--- config.mk ---
export PLATFORM = sky130hd
export DESIGN_NAME = alarm_clock_core_flat
export DESIGN_NICKNAME = d
export VERILOG_FILES = /design/src/rtl/alarm_clock_core_if.sv /design/src/rtl/alarm_clock_core.sv /design/src/flat_wrapper.sv
export SDC_FILE = /design/constraint.sdc
export NUM_CORES = 1
export LEC_CHECK = 0
export CAP_MARGIN = 20
export CELL_PAD_IN_SITES_DETAIL_PLACEMENT = 2
export CELL_PAD_IN_SITES_GLOBAL_PLACEMENT = 2
export CORE_UTILIZATION = 30
export CTS_CLUSTER_DIAMETER = 150
export DETAILED_ROUTE_END_ITERATION = 7
export HOLD_SLACK_MARGIN = 0.06
export PLACE_DENSITY = 0.86
export REMOVE_ABC_BUFFERS = 1
export SETUP_SLACK_MARGIN = 0.1
export SYNTH_ARGS = -nofsm -noshare
export SYNTH_HDL_FRONTEND = slang
export SYNTH_SLANG_ARGS = --single-unit
--- constraint.sdc ---
create_clock -name Pulse -period 2 [get_ports Pulse]
set_input_delay 0.2 -clock Pulse [delete_from_list [all_inputs] [get_ports Pulse]]
set_output_delay 0.2 -clock Pulse [all_outputs]
set_load 0.005 [all_outputs]
--- src/rtl/alarm_clock_core_if.sv ---
// Bundles the control inputs and display/buzzer outputs of alarm_clock_core.
//   master: drives the set/advance/arm/snooze controls, observes time, alarm, Buzz and Snoozing.
//   slave : the core side; reads the controls and drives the registered outputs.
interface alarm_clock_core_if;
  logic       Timeset;
  logic       Alarmset;
  logic       Minadv;
  logic       Hrsadv;
  logic       Dayadv;
  logic       Alarmon;
  logic       Snooze;
  logic [6:0] TSec;
  logic [6:0] TMin;
  logic [6:0] THrs;
  logic [2:0] TDay;
  logic [6:0] AMin;
  logic [6:0] AHrs;
  logic       Buzz;
  logic       Snoozing;

  modport master (
    output Timeset, Alarmset, Minadv, Hrsadv, Dayadv, Alarmon, Snooze,
    input  TSec, TMin, THrs, TDay, AMin, AHrs, Buzz, Snoozing
  );

  modport slave (
    input  Timeset, Alarmset, Minadv, Hrsadv, Dayadv, Alarmon, Snooze,
    output TSec, TMin, THrs, TDay, AMin, AHrs, Buzz, Snoozing
  );
endinterface

--- src/rtl/alarm_clock_core.sv ---
// Timekeeping and alarm core: sec/min/hrs/day counters, alarm registers, per-day alarm mask,
// and a ring/snooze FSM with automatic ring timeout.
//   Pulse : clock, one cycle per second
//   Reset : asynchronous active-high reset
//   bus   : alarm_clock_core_if.slave carrying the set/advance/arm/snooze controls and the
//           registered time, alarm, Buzz and Snoozing outputs
module alarm_clock_core #(
  parameter int unsigned   NS       = 60,
  parameter int unsigned   NH       = 24,
  parameter int unsigned   ND       = 7,
  parameter logic [ND-1:0] DAY_MASK = ND'(7'h1F),
  parameter int unsigned   SNOOZE_M = 9,
  parameter int unsigned   RING_S   = 60
) (
  input logic               Pulse,
  input logic               Reset,
  alarm_clock_core_if.slave bus
);

  localparam int unsigned RingW = $clog2(RING_S + 1);
  localparam int unsigned SnzW  = $clog2(SNOOZE_M * NS + 1);

  localparam logic [6:0]       SecLast  = 7'(NS - 1);
  localparam logic [6:0]       HrsLast  = 7'(NH - 1);
  localparam logic [2:0]       DayLast  = 3'(ND - 1);
  localparam logic [RingW-1:0] RingLast = RingW'(RING_S - 1);
  localparam logic [SnzW-1:0]  SnzLast  = SnzW'(SNOOZE_M * NS - 1);
  // Widened so the mask can be indexed by the full 3-bit day count for any ND.
  localparam logic [7:0]       MaskExt  = 8'(DAY_MASK);

  typedef enum logic [1:0] {StIdle, StRing, StSnooze} state_e;

  state_e           state_q, state_d;
  logic [6:0]       tsec_q, tsec_d, tmin_q, tmin_d, thrs_q, thrs_d;
  logic [2:0]       tday_q, tday_d;
  logic [6:0]       amin_q, amin_d, ahrs_q, ahrs_d;
  logic [RingW-1:0] ring_ct_q, ring_ct_d;
  logic [SnzW-1:0]  snz_ct_q, snz_ct_d;
  logic             snz_prev_q;
  logic             match;
  logic             snz_rise;

  function automatic logic [6:0] inc7(input logic [6:0] v, input logic [6:0] last);
    return (v == last) ? 7'd0 : v + 7'd1;
  endfunction

  function automatic logic [2:0] inc3(input logic [2:0] v, input logic [2:0] last);
    return (v == last) ? 3'd0 : v + 3'd1;
  endfunction

  // Time and alarm registers
  always_comb begin
    tsec_d = tsec_q;
    tmin_d = tmin_q;
    thrs_d = thrs_q;
    tday_d = tday_q;
    amin_d = amin_q;
    ahrs_d = ahrs_q;
    if (bus.Timeset) begin
      // Manual advances wrap independently with no carry; seconds freeze.
      if (bus.Minadv) tmin_d = inc7(tmin_q, SecLast);
      if (bus.Hrsadv) thrs_d = inc7(thrs_q, HrsLast);
      if (bus.Dayadv) tday_d = inc3(tday_q, DayLast);
    end else begin
      tsec_d = inc7(tsec_q, SecLast);
      if (tsec_q == SecLast) begin
        tmin_d = inc7(tmin_q, SecLast);
        if (tmin_q == SecLast) begin
          thrs_d = inc7(thrs_q, HrsLast);
          if (thrs_q == HrsLast) tday_d = inc3(tday_q, DayLast);
        end
      end
      if (bus.Alarmset) begin
        if (bus.Minadv) amin_d = inc7(amin_q, SecLast);
        if (bus.Hrsadv) ahrs_d = inc7(ahrs_q, HrsLast);
      end
    end
  end

  assign match = bus.Alarmon && !bus.Timeset && !bus.Alarmset && (tsec_q == 7'd0) &&
                 (tmin_q == amin_q) && (thrs_q == ahrs_q) && MaskExt[tday_q];

  // A held Snooze only acts on its first cycle.
  assign snz_rise = bus.Snooze && !snz_prev_q;

  // Ring/snooze FSM
  always_comb begin
    state_d   = state_q;
    ring_ct_d = ring_ct_q;
    snz_ct_d  = snz_ct_q;
    if (!bus.Alarmon) begin
      state_d   = StIdle;
      ring_ct_d = '0;
      snz_ct_d  = '0;
    end else begin
      case (state_q)
        StIdle: begin
          if (match) begin
            state_d   = StRing;
            ring_ct_d = '0;
          end
        end
        StRing: begin
          // Snooze beats the timeout when both land on the same cycle.
          if (snz_rise) begin
            state_d  = StSnooze;
            snz_ct_d = '0;
          end else if (ring_ct_q == RingLast) begin
            state_d   = StIdle;
            ring_ct_d = '0;
          end else begin
            ring_ct_d = ring_ct_q + 1'b1;
          end
        end
        StSnooze: begin
          if (snz_ct_q == SnzLast) begin
            state_d   = StRing;
            ring_ct_d = '0;
            snz_ct_d  = '0;
          end else begin
            snz_ct_d = snz_ct_q + 1'b1;
          end
        end
        default: begin
          state_d   = StIdle;
          ring_ct_d = '0;
          snz_ct_d  = '0;
        end
      endcase
    end
  end

  always_ff @(posedge Pulse or posedge Reset) begin
    if (Reset) begin
      state_q    <= StIdle;
      tsec_q     <= '0;
      tmin_q     <= '0;
      thrs_q     <= '0;
      tday_q     <= '0;
      amin_q     <= '0;
      ahrs_q     <= '0;
      ring_ct_q  <= '0;
      snz_ct_q   <= '0;
      snz_prev_q <= 1'b0;
    end else begin
      state_q    <= state_d;
      tsec_q     <= tsec_d;
      tmin_q     <= tmin_d;
      thrs_q     <= thrs_d;
      tday_q     <= tday_d;
      amin_q     <= amin_d;
      ahrs_q     <= ahrs_d;
      ring_ct_q  <= ring_ct_d;
      snz_ct_q   <= snz_ct_d;
      snz_prev_q <= bus.Snooze;
    end
  end

  assign bus.TSec     = tsec_q;
  assign bus.TMin     = tmin_q;
  assign bus.THrs     = thrs_q;
  assign bus.TDay     = tday_q;
  assign bus.AMin     = amin_q;
  assign bus.AHrs     = ahrs_q;
  assign bus.Buzz     = (state_q == StRing);
  assign bus.Snoozing = (state_q == StSnooze);

endmodule

--- src/flat_wrapper.sv ---
// flat-port wrapper written by rule: the top's interface ports become plain ports
module alarm_clock_core_flat 
#(
  parameter int unsigned   NS       = 60,
  parameter int unsigned   NH       = 24,
  parameter int unsigned   ND       = 7,
  parameter logic [ND-1:0] DAY_MASK = ND'(7'h1F),
  parameter int unsigned   SNOOZE_M = 9,
  parameter int unsigned   RING_S   = 60
)
  (Pulse, Reset, bus_Timeset, bus_Alarmset, bus_Minadv, bus_Hrsadv, bus_Dayadv, bus_Alarmon, bus_Snooze, bus_TSec, bus_TMin, bus_THrs, bus_TDay, bus_AMin, bus_AHrs, bus_Buzz, bus_Snoozing);
  alarm_clock_core_if bus_i ();
  input logic Pulse;
  input logic Reset;
  input wire logic [$bits(bus_i.Timeset)-1:0] bus_Timeset;
  input wire logic [$bits(bus_i.Alarmset)-1:0] bus_Alarmset;
  input wire logic [$bits(bus_i.Minadv)-1:0] bus_Minadv;
  input wire logic [$bits(bus_i.Hrsadv)-1:0] bus_Hrsadv;
  input wire logic [$bits(bus_i.Dayadv)-1:0] bus_Dayadv;
  input wire logic [$bits(bus_i.Alarmon)-1:0] bus_Alarmon;
  input wire logic [$bits(bus_i.Snooze)-1:0] bus_Snooze;
  output wire logic [$bits(bus_i.TSec)-1:0] bus_TSec;
  output wire logic [$bits(bus_i.TMin)-1:0] bus_TMin;
  output wire logic [$bits(bus_i.THrs)-1:0] bus_THrs;
  output wire logic [$bits(bus_i.TDay)-1:0] bus_TDay;
  output wire logic [$bits(bus_i.AMin)-1:0] bus_AMin;
  output wire logic [$bits(bus_i.AHrs)-1:0] bus_AHrs;
  output wire logic [$bits(bus_i.Buzz)-1:0] bus_Buzz;
  output wire logic [$bits(bus_i.Snoozing)-1:0] bus_Snoozing;
  assign bus_i.Timeset = bus_Timeset;
  assign bus_i.Alarmset = bus_Alarmset;
  assign bus_i.Minadv = bus_Minadv;
  assign bus_i.Hrsadv = bus_Hrsadv;
  assign bus_i.Dayadv = bus_Dayadv;
  assign bus_i.Alarmon = bus_Alarmon;
  assign bus_i.Snooze = bus_Snooze;
  assign bus_TSec = bus_i.TSec;
  assign bus_TMin = bus_i.TMin;
  assign bus_THrs = bus_i.THrs;
  assign bus_TDay = bus_i.TDay;
  assign bus_AMin = bus_i.AMin;
  assign bus_AHrs = bus_i.AHrs;
  assign bus_Buzz = bus_i.Buzz;
  assign bus_Snoozing = bus_i.Snoozing;
  alarm_clock_core #(.NS(NS), .NH(NH), .ND(ND), .DAY_MASK(DAY_MASK), .SNOOZE_M(SNOOZE_M), .RING_S(RING_S)) u_core (.Pulse(Pulse), .Reset(Reset), .bus(bus_i));
endmodule
== After elaboration in Yosys (flattened, before gate mapping) ==
Memories as Yosys holds them, arrays and structs flattened.
Index checks and enable logic that the tools add are counted.

* Logic and storage cells: 100
* Register bits: 57
* ROM bits: 8
* Memories: 1
* Bits of input ports: 9
* Output and inout bits: 40

* Multiplexer cells: 35
* Bitwise gates (word level): 1
* Eq/ne operators: 21
* Order comparisons: 1
* $add $sub $neg: 8
* Reductions and logical operators: 23

{| class="wikitable"
|+ Memory list
! memory !! words !! bits a word !! rd ports !! clocked after Yosys merged registers in !! wr ports !! line !! RTL
|-
| (no name shown) || 8 || 1 || 1 || 0 || 0 || alarm_clock_core.sv:81 || <nowiki>(tmin_q == amin_q) && (thrs_q == ahrs_q) && MaskExt[tday_q];</nowiki>
|}

{| class="wikitable"
|+ Operator list
! kind !! number
|-
| $mux W7 || 12
|-
| $add A7 B1 Y7 const B || 5
|-
| $mux W10 || 3
|-
| $mux W6 || 5
|-
| $pmux W10 S3 || 1
|-
| $eq A7 B6 Y1 const B || 3
|-
| $mux W3 || 6
|-
| $pmux W6 S3 || 1
|-
| $reduce_and A3 Y1 || 5
|-
| $eq A7 B5 Y1 const B || 2
|-
| $eq A7 B7 Y1 || 2
|-
| $add A10 B1 Y10 const B || 1
|-
| $eq A10 B10 Y1 const B || 1
|-
| $mux W2 || 5
|-
| $ne A3 B2 Y1 const B || 3
|-
| $logic_and A1 B1 Y1 || 7
|-
| $logic_not A7 Y1 || 1
|-
| $add A6 B1 Y6 const B || 1
|-
| $eq A6 B6 Y1 const B || 1
|-
| $ne A2 B1 Y1 const B || 3
|-
| $pmux W2 S3 || 1
|-
| $reduce_bool A2 Y1 || 3
|-
| $lt A3 B4 Y1 const B || 1
|-
| $ne A4 B2 Y1 const B || 1
|-
| other kinds (12) || 15
|}

== Depth between registers and ports, before layout ==
* Word-level depth: 10
* Depth in mapped cells: 8
* Gate-level depth less buffers: 7

== Worst setup path before layout ==
Ideal clock, no wire load.

* Path kind: flip-flop to flip-flop
* Start: register u_core.tmin_q[0] (netlist: u_core.bus.TMin[0])
* End: register u_core.tday_q[0] (netlist: u_core.bus.TDay[0])
* Arrival time: 1.957 ns
* Slack: -0.084 ns
* Required time: 1.873 ns
* Cell stages (with the launch flop): 7
* Library setup time: 0.127 ns
* Period minus slack after synthesis: 2.084 ns
* Buffers on the path: 1
* Cells stage by stage: dfrtp_1 ha_1 nand2_1 or4_1 buf_2 o41ai_4 mux2_1

* Cells in the longest elaborated chain, start to end: 3

{| class="wikitable"
|+ Ends and longest elaborated chain
! element !! line !! RTL
|-
| start: declaration || alarm_clock_core.sv:34 || <nowiki>logic [6:0] tsec_q, tsec_d, tmin_q, tmin_d, thrs_q, thrs_d;</nowiki>
|-
| start signal: assignment || alarm_clock_core.sv:148 || <nowiki>tmin_q <= tmin_d;</nowiki>
|-
| $eq A7 B6 Y1 || alarm_clock_core.sv:68 || <nowiki>if (tmin_q == SecLast) begin</nowiki>
|-
| $reduce_bool A2 Y1 (no source line) || - ||
|-
| $reduce_and A4 Y1 (no source line) || - ||
|-
| end signal: assignment || alarm_clock_core.sv:150 || <nowiki>tday_q <= tday_d;</nowiki>
|-
| end: declaration || alarm_clock_core.sv:35 || <nowiki>logic [2:0] tday_q, tday_d;</nowiki>
|}

No other way between the ends.
A chain may end at the register's enable or synchronous reset.

== Worst setup path after layout ==
* Start: register u_core.snz_ct_q[2]
* End: register u_core.ring_ct_q[1]

* Cells in the longest elaborated chain, start to end: 3

{| class="wikitable"
|+ Ends and longest elaborated chain
! element !! line !! RTL
|-
| start: declaration || alarm_clock_core.sv:38 || <nowiki>logic [SnzW-1:0] snz_ct_q, snz_ct_d;</nowiki>
|-
| start signal: assignment || alarm_clock_core.sv:154 || <nowiki>snz_ct_q <= snz_ct_d;</nowiki>
|-
| $eq A10 B10 Y1 || alarm_clock_core.sv:116 || <nowiki>if (snz_ct_q == SnzLast) begin</nowiki>
|-
| $ne A3 B2 Y1 (no source line) || - ||
|-
| $reduce_and A3 Y1 (no source line) || - ||
|-
| end signal: assignment || alarm_clock_core.sv:153 || <nowiki>ring_ct_q <= ring_ct_d;</nowiki>
|-
| end: declaration || alarm_clock_core.sv:37 || <nowiki>logic [RingW-1:0] ring_ct_q, ring_ct_d;</nowiki>
|}

No other way between the ends.

==> flow_summary.json <==
{
  "power_density_nw_per_um2": 1069,
  "hold_violations": 0,
  "rr_endpoint": "u_core.ring_ct_q[1]$_DFFE_PP0P_",
  "grt_use_total_pct": 24.29,
  "cp_slowest_cell": "or3_4",
  "area_growth_syn_to_layout_pct": 53.12,
  "dieWidth_um": 104.5,
  "antenna_cells": 0,
  "drv_slew": 0,
  "min_period_ns": 2.123,
  "die_area_sq_um": 10910,
  "dpl_cell_area_sq_um": 4149,
  "ys.flop_type": "dfrtp_1",
  "place_inst": 560,
  "status": "finished with violations",
  "rsz0062_at_grt": "true",
  "grt.overflow.total": 0,
  "syn_inst": 336,
  "antenna_left": 0,
  "dr.pass1.iters": 4,
  "fin_area_sq_um": 4822,
  "maxCapViolCount": 0,
  "start_util_pct": 30.78,
  "tightest_slew_ns": 0.4009,
  "grt_max_degree": 58,
  "die_h_um": 104.5,
  "ys_seq_area_share_pct": 45.29,
  "synthTopCellsByArea": "dfrtp_1 45%, nand2_1 5.6%, o21ai_0 4.8%, xor2_1 4.2%, ha_1 3.2%",
  "path_clk_slew_ns": 0.07,
  "violations": "setup timing",
  "drt_iter0_markers": 109,
  "cp_top_family": "simple AND/OR/NAND/NOR gates",
  "place.gp.congestion": 0.8158,
  "holdBufCountCts": 0,
  "pin_count": 49,
  "synth_top_cell_by_area": "dfrtp_1",
  "fin_skew_ns": 0.006650,
  "first_global_vias": 3599,
  "viasPerCell": 5.456,
  "clock_sinks": 57,
  "cts_tree": "yes",
  "relSlewSlack_pct": 72.90,
  "reg2reg_from": "u_core.snz_ct_q[2]$_DFFE_PP0P_",
  "netlist_area_sq_um": 3149,
  "critPathLaunchType": "flop",
  "syn_area_per_cell_sq_um": 9.373,
  "htreeDepth": 3,
  "dp_hpwl_um": 7931,
  "reg2reg_depth": 8,
  "cts_root_buf": "clkbuf_8",
  "final_nets": 476,
  "yosysWarningCount": 0,
  "arrival_ns": 2.40,
  "synthArstFlopShare_pct": 100.0,
  "synth_top_area_share_pct": 45.29,
  "clock_latency_ns": 0.36,
  "peakVddDrop_mv": 0.5269,
  "final_cells": 599,
  "crit_buf_inv": 3,
  "layout_setup_ws_ns": -0.1232,
  "utilization_pct": 47.13,
  "path_common_cell": "buf_6",
  "fp-row-count": 37,
  "cp_cell_sequence": "or3_4, o31ai_4, buf_4, buf_6, nand4_1, o2bb2ai_4, buf_6, mux2i_1",
  "leakage_nw": 2.142,
  "drc": 0,
  "core_area_sq_um": 10230,
  "port_buffers": 48,
  "ys_ff_latch": 57,
  "antenna_found_initial": 0,
  "synth.distinct_cells": 50,
  "wl_um": 14430,
  "max_freq_mhz": 471.0,
  "clk_path_buf_depth": 2,
  "vias": 3268,
  "layout-drive-gt1-share_pct": 28.29,
  "hp-class": "in -> async",
  "cp.required_ns": 2.28,
  "numCtsBuffers": 9,
  "grt_pass1_wl_um": 20250,
  "period_share_pct": 106.2,
  "r2r_slack_ns": -0.12,
  "end_kind": "flop",
  "crit_fanout": 4,
  "cp_slowest_stage_delay_ns": 0.42,
  "setup_violations": 6,
  "synth_edf_count": 0,
  "wl_per_cell_um": 24.10,
  "crit_type": "reg -> reg"
}
-- sequential cells by signal, summed over array words and instances, names as in the netlist --
signal             count
u_core.bus.AHrs        7
u_core.bus.AMin        7
u_core.bus.TDay        3
u_core.bus.THrs        7
u_core.bus.TMin        7
u_core.bus.TSec        7
u_core.ring_ct_q       6
u_core.snz_ct_q       10
u_core.snz_prev_q      1
u_core.state_q         2
-- metal layers --
| metal | global-route usage [%] | up-vias | routed length (um) |
|---|---|---|---|
| li1 | - | 1469 | - |
| met1 | 28.97 | 1684 | 5825 |
| met2 | 43.09 | 76 | 7575 |
| met3 | 4.073 | 39 | 400 |
| met4 | 9.796 | 0 | 633 |
| met5 | 0 | - | 0 |
-- how the worst max path moves through the flow --
stage / start / end / cells after the start
CTS: u_core.ring_ct_q[0]$_DFFE_PP0P_ / u_core.ring_ct_q[5]$_DFFE_PP0P_ / 6
global placement: bus_Alarmset / u_core.ring_ct_q[1]$_DFFE_PP0P_ / 8
detailed placement: bus_Alarmon / u_core.ring_ct_q[5]$_DFFE_PP0P_ / 7
global route: u_core.snz_ct_q[0]$_DFFE_PP0P_ / u_core.ring_ct_q[1]$_DFFE_PP0P_ / 9
finish: u_core.snz_ct_q[2]$_DFFE_PP0P_ / u_core.ring_ct_q[1]$_DFFE_PP0P_ / 8
floorplan: u_core.snz_ct_q[5]$_DFFE_PP0P_ / u_core.ring_ct_q[5]$_DFFE_PP0P_ / 6
-- worst reg2reg max path: stages, from the launching register on --
cell	delay [ns]
dfrtp_1	0.39
or3_4	0.42
o31ai_4	0.27
buf_4	0.16
buf_6	0.11
nand4_1	0.20
o2bb2ai_4	0.17
buf_6	0.12
mux2i_1	0.19
-- synth_stat cells (3+ instances only) --
cell type  count
a21o_1         5
a21oi_1        9
a31oi_1       12
and3_1         8
buf_2          4
clkbuf_1       6
dfrtp_1       57
ha_1           8
inv_1          9
mux2i_1        5
nand2_1       47
nand2b_1       3
nand3_1       20
nand3b_1       3
nand4_1        7
nor2_1        14
nor2b_1        8
nor3_1         7
nor4_1         4
nor4b_1        3
o21ai_0       30
o31ai_1        5
o41ai_1        4
or4_1          3
xnor2_1       10
xor2_1        15
-- cell type report --
| type | instances | area (sq um) |
|---|---|---|
| Tap cell | 136 | 170.2 |
| Multi-Input combinational cell | 259 | 1902 |
| Inverter | 9 | 37.54 |
| Timing Repair Buffer | 123 | 1109 |
| Clock buffer | 11 | 131.4 |
| Clock inverter | 4 | 45.04 |
| Fill cell | 1057 | 5409 |
| Sequential cell | 57 | 1428 |
-- stage by stage --
step | total power, W | hold WS (ns) | worst slack [ns] | TNS (ns)
after floorplan | 0.002403 | 0.2314 | -0.5505 | -3.098
after global placement | 0.003508 | 0.4683 | 0.009465 | 0
after detailed placement | 0.003637 | 0.4801 | -0.2502 | -0.9157
after CTS | 0.004943 | 0.2350 | 0.03071 | 0
after global routing | 0.005416 | 0.2322 | -0.1600 | -0.9424
final | 0.005152 | 0.1994 | -0.1232 | -0.3308
-- logic make-up after synthesis --
group | synth area share, %
flip-flops | 45.29
AND/OR/NAND/NOR | 23.52
AO/OA/AOI/OAI | 16.57
multiplexers | 1.947
buffers and inverters | 2.542
XOR/XNOR | 6.953
adder cells (fa/ha/maj) | 3.179
-- cell usage in the layout (no fill, tap or decap), types with 4 or more instances in the layout --
| cell | n |
|---|---|
| buf_4 | 66 |
| nor3_1 | 6 |
| and3_1 | 7 |
| inv_1 | 7 |
| o21ai_1 | 5 |
| nor2_1 | 12 |
| mux2i_1 | 4 |
| nand4_1 | 7 |
| clkdlybuf4s50_1 | 48 |
| nor2b_1 | 7 |
| dfrtp_1 | 56 |
| xor2_1 | 15 |
| o21ai_0 | 23 |
| a21oi_1 | 7 |
| ha_1 | 7 |
| o31ai_1 | 4 |
| buf_6 | 6 |
| a31oi_1 | 9 |
| xnor2_1 | 9 |
| a21o_1 | 4 |
| nand3_1 | 18 |
| nand2_1 | 47 |
| clkbuf_8 | 9 |
-- repair_timing --
action,CTS,global route
setup buffers,10,14
setup endpoints to repair,21,26
resized for setup,26,39
pin swaps,12,8
gates cloned,0,1
-- where the power goes --
group / internal (W) / leakage (nW) / switching, W
combinational: 0.00121 / 1.31 / 0.00114
clock: 0.000563 / 0.0929 / 0.000528
sequential: 0.00141 / 0.744 / 0.000310
total: 0.00318 / 2.14 / 0.00198
No activity file was read; power rests on OpenSTA's default activity.
